===== src/rtl/fifo_pkg.sv =====
// Shared definitions for the async_fifo read-side drain path.
package fifo_pkg;

  localparam int DATA_W     = 8;
  localparam int SKID_DEPTH = 2;

  typedef logic [DATA_W-1:0] fifo_data_t;

endpackage


===== src/rtl/stream_skid2.sv =====
// Two-entry register buffer; head is always entry 0, tolerates push and pop in the same cycle.
module stream_skid2
  import fifo_pkg::*;
#(
  parameter int WIDTH = DATA_W,
  localparam int OCC_W = $clog2(SKID_DEPTH + 1)
) (
  input  logic             clk,
  input  logic             rst,
  input  logic             push,
  input  logic [WIDTH-1:0] push_data,
  input  logic             pop,
  output logic [OCC_W-1:0] occ,
  output logic [WIDTH-1:0] head_data
);

  logic [OCC_W-1:0] occ_q, occ_d, occ_after_pop;
  logic [WIDTH-1:0] ent0_q, ent0_d, ent1_q, ent1_d;
  logic             pop_eff, push_eff;

  always_comb begin
    pop_eff       = pop && (occ_q != '0);
    occ_after_pop = occ_q - OCC_W'(pop_eff);
    push_eff      = push && (occ_after_pop < OCC_W'(SKID_DEPTH));
    ent0_d        = ent0_q;
    ent1_d        = ent1_q;
    occ_d         = occ_after_pop + OCC_W'(push_eff);
    // Shift first so the push lands in the first slot left free by the pop.
    if (pop_eff) begin
      ent0_d = ent1_q;
    end
    if (push_eff) begin
      if (occ_after_pop == '0) begin
        ent0_d = push_data;
      end else begin
        ent1_d = push_data;
      end
    end
  end

  always_ff @(posedge clk or posedge rst) begin
    if (rst) begin
      occ_q  <= '0;
      ent0_q <= '0;
      ent1_q <= '0;
    end else begin
      occ_q  <= occ_d;
      ent0_q <= ent0_d;
      ent1_q <= ent1_d;
    end
  end

  assign occ       = occ_q;
  assign head_data = ent0_q;

endmodule


===== src/rtl/fifo_rd_streamer.sv =====
// Read-side drain stage: issues FIFO reads on credit, absorbs the 1-cycle read latency,
// re-presents words as a valid/ready stream and counts FIFO read errors.
module fifo_rd_streamer
  import fifo_pkg::*;
#(
  parameter int WIDTH     = DATA_W,
  parameter int ERR_CNT_W = 8
) (
  input  logic                 rd_clk,
  input  logic                 reset,
  input  logic                 enable,
  input  logic                 fifo_empty,
  input  logic [WIDTH-1:0]     fifo_rdata,
  input  logic                 fifo_rd_error,
  output logic                 fifo_rd_en,
  output logic                 m_valid,
  output logic [WIDTH-1:0]     m_data,
  input  logic                 m_ready,
  output logic [ERR_CNT_W-1:0] rd_err_cnt
);

  localparam int OCC_W = $clog2(SKID_DEPTH + 1);

  logic [OCC_W-1:0]     occ;
  logic                 inflight_q;
  logic                 pop;
  logic [OCC_W:0]       credit_used;
  logic [ERR_CNT_W-1:0] err_cnt_q, err_cnt_d;

  stream_skid2 #(.WIDTH(WIDTH)) u_skid (
    .clk       (rd_clk),
    .rst       (reset),
    .push      (inflight_q),
    .push_data (fifo_rdata),
    .pop       (pop),
    .occ       (occ),
    .head_data (m_data)
  );

  assign m_valid = (occ != '0);
  assign pop     = m_valid && m_ready;

  // Count the in-flight word against the buffer so it always has a slot when it lands.
  always_comb begin
    credit_used = {1'b0, occ} + (OCC_W + 1)'(inflight_q) - (OCC_W + 1)'(pop);
    fifo_rd_en  = enable && !fifo_empty && !reset && (credit_used < (OCC_W + 1)'(SKID_DEPTH));
  end

  always_comb begin
    err_cnt_d = err_cnt_q;
    if (fifo_rd_error && !(&err_cnt_q)) begin
      err_cnt_d = err_cnt_q + 1'b1;
    end
  end

  always_ff @(posedge rd_clk or posedge reset) begin
    if (reset) begin
      inflight_q <= 1'b0;
      err_cnt_q  <= '0;
    end else begin
      inflight_q <= fifo_rd_en;
      err_cnt_q  <= err_cnt_d;
    end
  end

  assign rd_err_cnt = err_cnt_q;

endmodule


===== config.mk =====
export PLATFORM = sky130hd
export DESIGN_NAME = fifo_rd_streamer
export DESIGN_NICKNAME = d
export VERILOG_FILES = /design/src/rtl/fifo_pkg.sv /design/src/rtl/stream_skid2.sv /design/src/rtl/fifo_rd_streamer.sv
export SDC_FILE = /design/constraint.sdc
export NUM_CORES = 1
export LEC_CHECK = 0
export ABC_AREA = 1
export BUFFER_PORTS_ARGS = -buffer_cell sky130_fd_sc_hd__buf_2
export CORE_UTILIZATION = 35
export DETAILED_ROUTE_END_ITERATION = 8
export REMOVE_ABC_BUFFERS = 1
export SYNTH_ARGS = -nofsm -noshare
export SYNTH_HDL_FRONTEND = slang
export SYNTH_SLANG_ARGS = --single-unit

===== constraint.sdc =====
create_clock -name rd_clk -period 5.5 [get_ports rd_clk]
set_clock_uncertainty 0.1 [all_clocks]
set_input_delay 0.275 -clock rd_clk [delete_from_list [all_inputs] [get_ports rd_clk]]
set_output_delay 0.275 -clock rd_clk [all_outputs]
set_load 0.05 [all_outputs]

After elaboration in Yosys (flattened, before gate mapping). Index checks and enable logic that the tools add are counted.

Add/sub/neg operators: 5. $lt $le $gt $ge: 2. Mux-type cells: 3. Bitwise operators: 1. Reductions and logical operators: 14.

Operators by type and width (count): $mux 8 (3); $add 8x1->8 const B (1); $reduce_and 8->1 (1); $logic_and 1x1->1 (7); $add 2x1->3 (1); $logic_not 1->1 (3); $lt 3x2->1 const B (1); $sub 3x1->3 (1); $add 2x1->2 (1); $logic_not 2->1 (1); $lt 2x2->1 const B (1); $reduce_and 2->1 (1); $reduce_bool 2->1 (1); $sub 2x1->2 (1); $not 1->1 (1).

Bits in registers: 27. Input port bits: 14. Output and inout bits: 18. Word-level logic and storage cells: 30.

Depth between registers and ports, before layout.
Word-level depth: 7. Mapped depth: 12. Gate-level depth less buffers: 12.

Hierarchy. From an unflattened synthesis, not the netlist that was laid out.

Cells, all modules: 193. Area total of the unflattened synthesis: 1541.5 µm².

Modules (own cells, without submodules): stream_skid2 (instances 1, cells each 112, area an instance 932.1 µm², seq. area each 450.4 µm²); fifo_rd_streamer (instances 1, cells each 81, area an instance 609.3 µm², seq. area each 225.2 µm²).

Least setup slack after synthesis. OpenSTA, ideal clock, no wires.

Path kind: register to register. Start: register u_skid.occ_q[1] (netlist: u_skid.occ[1]). End: register inflight_q. Setup time: 0.289 ns. Arrival time: 3.444 ns. Data required time: 5.111 ns. Setup slack: 1.666 ns. Cell stages (with the launch flop): 11. Path buffers: 0. Clock period less this slack: 3.834 ns. Path through: dfrtp_1 > inv_1 > nand2_2 > nand2_1 > inv_1 > ha_1 > inv_2 > nand2_1 > fa_1 > nand2_1 > nor4_1.

Word-level cells in the longest chain between the ends: 5. Elaborated cells on any way between the ends: 6. Classes of those cells: 2 x add/sub; 1 x order compare; 3 x reduce/logical.

Ends and longest elaborated chain: from (decl) (RTL line stream_skid2.sv:17) `logic [OCC_W-1:0] occ_q, occ_d, occ_after_pop;`; from (signal assigned) (RTL line stream_skid2.sv:43) `occ_q <= '0;`; from (signal assigned) (RTL line stream_skid2.sv:47) `occ_q <= occ_d;`; $reduce_bool 2->1 (RTL line fifo_rd_streamer.sv:40) `assign m_valid = (occ != '0);`; via m_valid (RTL line fifo_rd_streamer.sv:16) `output logic m_valid,`; $logic_and 1x1->1 (RTL line fifo_rd_streamer.sv:41) `assign pop = m_valid && m_ready;`; $sub 3x1->3 (RTL line fifo_rd_streamer.sv:45) `credit_used = {1'b0, occ} + (OCC_W + 1)'(inflight_q) - (OCC_W + 1)'(pop);`; $lt 3x2->1 (RTL line fifo_rd_streamer.sv:46) `fifo_rd_en = enable && !fifo_empty && !reset && (credit_used < (OCC_W + 1)'(SKID_DEPTH));`; $logic_and 1x1->1 (RTL line fifo_rd_streamer.sv:46); via fifo_rd_en (RTL line fifo_rd_streamer.sv:15) `output logic fifo_rd_en,`; to (signal assigned) (RTL line fifo_rd_streamer.sv:61) `inflight_q <= fifo_rd_en;`; to (decl) (RTL line fifo_rd_streamer.sv:25) `logic inflight_q;`.

The timed path passes the listed nets, and every way through them passes these cells. A chain may end at the register's enable or synchronous reset.

Worst setup path after layout.
Start: register u_skid.occ_q[1] (netlist: u_skid.occ[1]). End: output fifo_rd_en.

Word-level cells in the longest chain between the ends: 5. Elaborated cells on any way between the ends: 6. Classes of those cells: 2 x add/sub; 1 x order compare; 3 x reduce/logical.

Ends and longest elaborated chain (RTL line): branches (longest 2 deep; another with $add 2x1->3); $sub 3x1->3 (*) (fifo_rd_streamer.sv:45); $lt 3x2->1 (*) (fifo_rd_streamer.sv:46); $logic_and 1x1->1 (*) (fifo_rd_streamer.sv:46); to (decl) (fifo_rd_streamer.sv:15).

Every way passes the cells marked *.

==> summary.md <==
| Metric | Value |
|---|---|
| Starting DRT DRC Count | 41 |
| Status | finished, final reports clean |
| Int Pwr | 434 uW |
| Ys async rst share | 100% |
| Post-Synthesis Cells | 174 |
| WP data required | 5.12 ns |
| Slowest CP cell | fa_1 |
| Leak Pwr | 0.000896 uW |
| Hold Path End | inflight_q$_DFF_PP0_ |
| Remaining global-route overflow | 0 |
| Die span in y | 65.1 um |
| Fmax | 297 MHz |
| Hold Path Depth | 2 |
| Sw Share | 49.1% |
| Sw power | 418 uW |
| Ys Warns | 0 |
| Port Buffers | 31 |
| Clock share of power | 13.2% |
| Share of cells above drive strength 1 | 22.2% |
| Number of global-route vias before repair | 996 |
| Final setup viols | 0 |
| Row count | 22 |
| Inserted Clock Buffers | 3 |
| DR vias | 1105 |
| Min-delay worst type | in2reg |
| CTS sink cnt | 27 |
| Minimum clock period | 3.37 ns |
| Unrepaired setup endpoints after global routing | no |
| Slew Limit Fails | 0 |
| H-tree depth | 1 |
| Die ar. | 4230 um2 |
| Critical Path Max Stage Delay | 0.48 ns |
| Antenna diodes | 0 |
| Hold Startpoint | fifo_empty |
| Peak supply drop | 240 uV |
| Total GRT Usage | 13.6% |
| I/O Pins | 32 |
| HPWL after detailed placement | 1.81 mm |
| Seq pwr share | 37.1% |
| Drt via density | 4.33 |
| Seq cells post-synth | 27 |
| Crit path capture type | primary output |
| Hold Vio Cnt, Final | 0 |
| PostCTS Resize Cnt | 0 |
| Reg2Reg Depth | 10 |
| Drt drc | 0 |
| Drt first pass iters | 4 |
| Number of setup buffers added after CTS | 0 |
| Reg-to-reg startpoint | u_skid.occ[1]$_DFF_PP0_ |
| Syn Std Cell Area | 1390 um2 |
| Final TNS setup | 0 ns |
| Worst reg-to-reg setup slack | 2.80 ns |
| Clk root buf | clkbuf_8 |
| Clk slew on worst S/H paths | 0.09 ns |
| CP cell instances | inv_1 > nand2_2 > nand2_1 > inv_1 > ha_1 > inv_2 > nand2_1 > fa_1 > nand2_1 > nor4_1 > buf_2 |
| Global placer's final weighted congestion | 0.768 |
| Register area share after synthesis | 48.6% |
| Antenna-violating nets left | 0 |
| Max-slew headroom | 32.0% |
| Deepest clock path buffer count | 2 |
| Most frequent CP cell | nand2_1 |
| Slew @ Worst Pin | 1.02 ns |
| Max Cap Viol | 0 |
| Clock latency on the worst-skew pair | 0.27 ns |
| Period utilization | 61.2% |
| Initial antenna violation count | 0 |
| Number of synthesized flops with an enable pin | 0 |
| Die X | 65.1 um |
| Worst Path Max Fanout | 11 |
| Syn Area/Cell | 8.00 um2 |
| CP arrival | 2.99 ns |
| First-pass GRT wire length | 4.33 mm |
| Fin cells | 255 |
| Most used DFF post-synth | dfrtp_1 |
| NumNets Final | 227 |
| Power Density | 523 nW/um2 |
| R2r endpoint | u_skid.ent1_q[2]$_DFFE_PP0P_ |
| Hold Buf Count CTS | 0 |
| Gate power share | 49.7% |
| CTS tree | yes |
| Largest net degree at the start of global routing | 28 |
| Total core area | 3740 um2 |
| Number of library cell types mapped by synthesis | 22 |
| Layout area overhead | 17.2% |
| Starting Density | 37.2% |
| Category of the most critical setup path | reg2out |
| Startpoint Class | flip-flop |
| Wirelength per Cell | 9.82 um |
| Drt total wl | 2.51 mm |
| Placed Instances | 251 |
worst max-delay path, delay by kind of cell, from the launching register on:
family,cells,cell delay [ns]
flip-flops,1,0.43
AND/OR/NAND/NOR,5,0.72
buffers and inverters,4,0.73
adder cells (fa/ha/maj),2,0.83
worst max path at each step:
stage                            startpoint                    to  slack (ns)  cells after the start
detailed placement  u_skid.occ[1]$_DFF_PP0_            fifo_rd_en        2.41                     11
floorplan           u_skid.occ[1]$_DFF_PP0_  inflight_q$_DFF_PP0_        1.50                     10
CTS                 u_skid.occ[1]$_DFF_PP0_            fifo_rd_en        2.06                     11
finish              u_skid.occ[1]$_DFF_PP0_            fifo_rd_en        2.13                     11
global route        u_skid.occ[1]$_DFF_PP0_            fifo_rd_en        1.85                     11
global placement    u_skid.occ[1]$_DFF_PP0_            fifo_rd_en        2.47                     11
power by group through the flow:
| stage | clock network [uW] | logic (uW) | registers (uW) |
|---|---|---|---|
| after floorplan | 0 | 191 | 465 |
| after global placement | 0 | 425 | 320 |
| after detailed placement | 0 | 427 | 321 |
| after CTS | 116 | 429 | 317 |
| after global routing | 127 | 465 | 327 |
| final | 112 | 424 | 316 |
final cells by class:
class | count | area (um2)
well taps | 48 | 60.1
clock buffers | 3 | 41.3
inverters | 27 | 101
multi-input cells | 118 | 592
clock inverters | 1 | 5.00
flip-flops and latches | 27 | 676
fillers | 417 | 2110
repair buffers | 31 | 155
cells in the mapped netlist (2+ instances only):
library cell	n	area share, %
a21oi_1	6	2.2
nand2_2	3	1.3
ha_1	4	3.6
nand2_1	66	18
buf_6	2	1.6
xor2_1	2	1.3
nand3_1	9	3.2
nand4_1	2	0.90
xnor2_1	3	1.9
dfrtp_1	27	49
o21ai_0	4	1.4
inv_1	25	6.7
inv_2	2	0.54
nor2_1	11	3.0
flip-flops by register name (all words and copies together), names as in the netlist:
register / flops
rd_err_cnt: 8
u_skid.head_data: 8
u_skid.occ: 2
u_skid.ent1_q: 8
inflight_q: 1
placed cells by master (no fill, tap or decap), types with 2 or more instances in the layout:
cell type  synthesis  final
inv_2              2      2
buf_2              0     31
clkbuf_8           0      3
o21ai_0            4      4
nand2_1           66     66
xor2_1             2      2
nand2_2            3      3
dfrtp_1           27     27
nand4_1            2      2
xnor2_1            3      3
nor2_1            11     11
nand3_1            9      9
ha_1               4      4
inv_1             25     25
a21oi_1            6      6
kinds of logic (layout without fill, tap and decap cells):
group           after synthesis  in the layout  synth area share, %
simple gates                 96             96                 29.5
buf+inv                      29             62                 8.90
flops                        27             27                 48.6
compound gates               12             12                 4.86
fa+ha+maj                     5              5                 5.04
xor+xnor                      5              5                 3.15
per-stage QoR:
stage          setup slack, ns  cell area (um2)  hold WS [ns]  utilization [%]  total power, uW
2_1_floorplan             1.50             1370         0.228                -              656
3_3_place_gp              2.47             1580         0.349             42.3              745
3_5_place_dp              2.41             1580         0.349             42.3              748
4_1_cts                   2.06             1630        0.0597             43.5              862
5_1_grt                   1.85             1630        0.0536             43.5              919
6_report                  2.13             1630        0.0606             43.5              852
metal layers:
layer / part of all wire (%) / routed length, um / track usage, % / vias to the layer above
li1: - / - / - / 596
met1: 48 / 1210 / 15.9 / 493
met2: 47 / 1180 / 23.2 / 14
met3: 3.2 / 81 / 3.70 / 2
met4: 1.4 / 35 / 5.71 / 0
met5: 0 / 0 / 0 / -
Note: power is estimated with default switching activity, not from simulation.
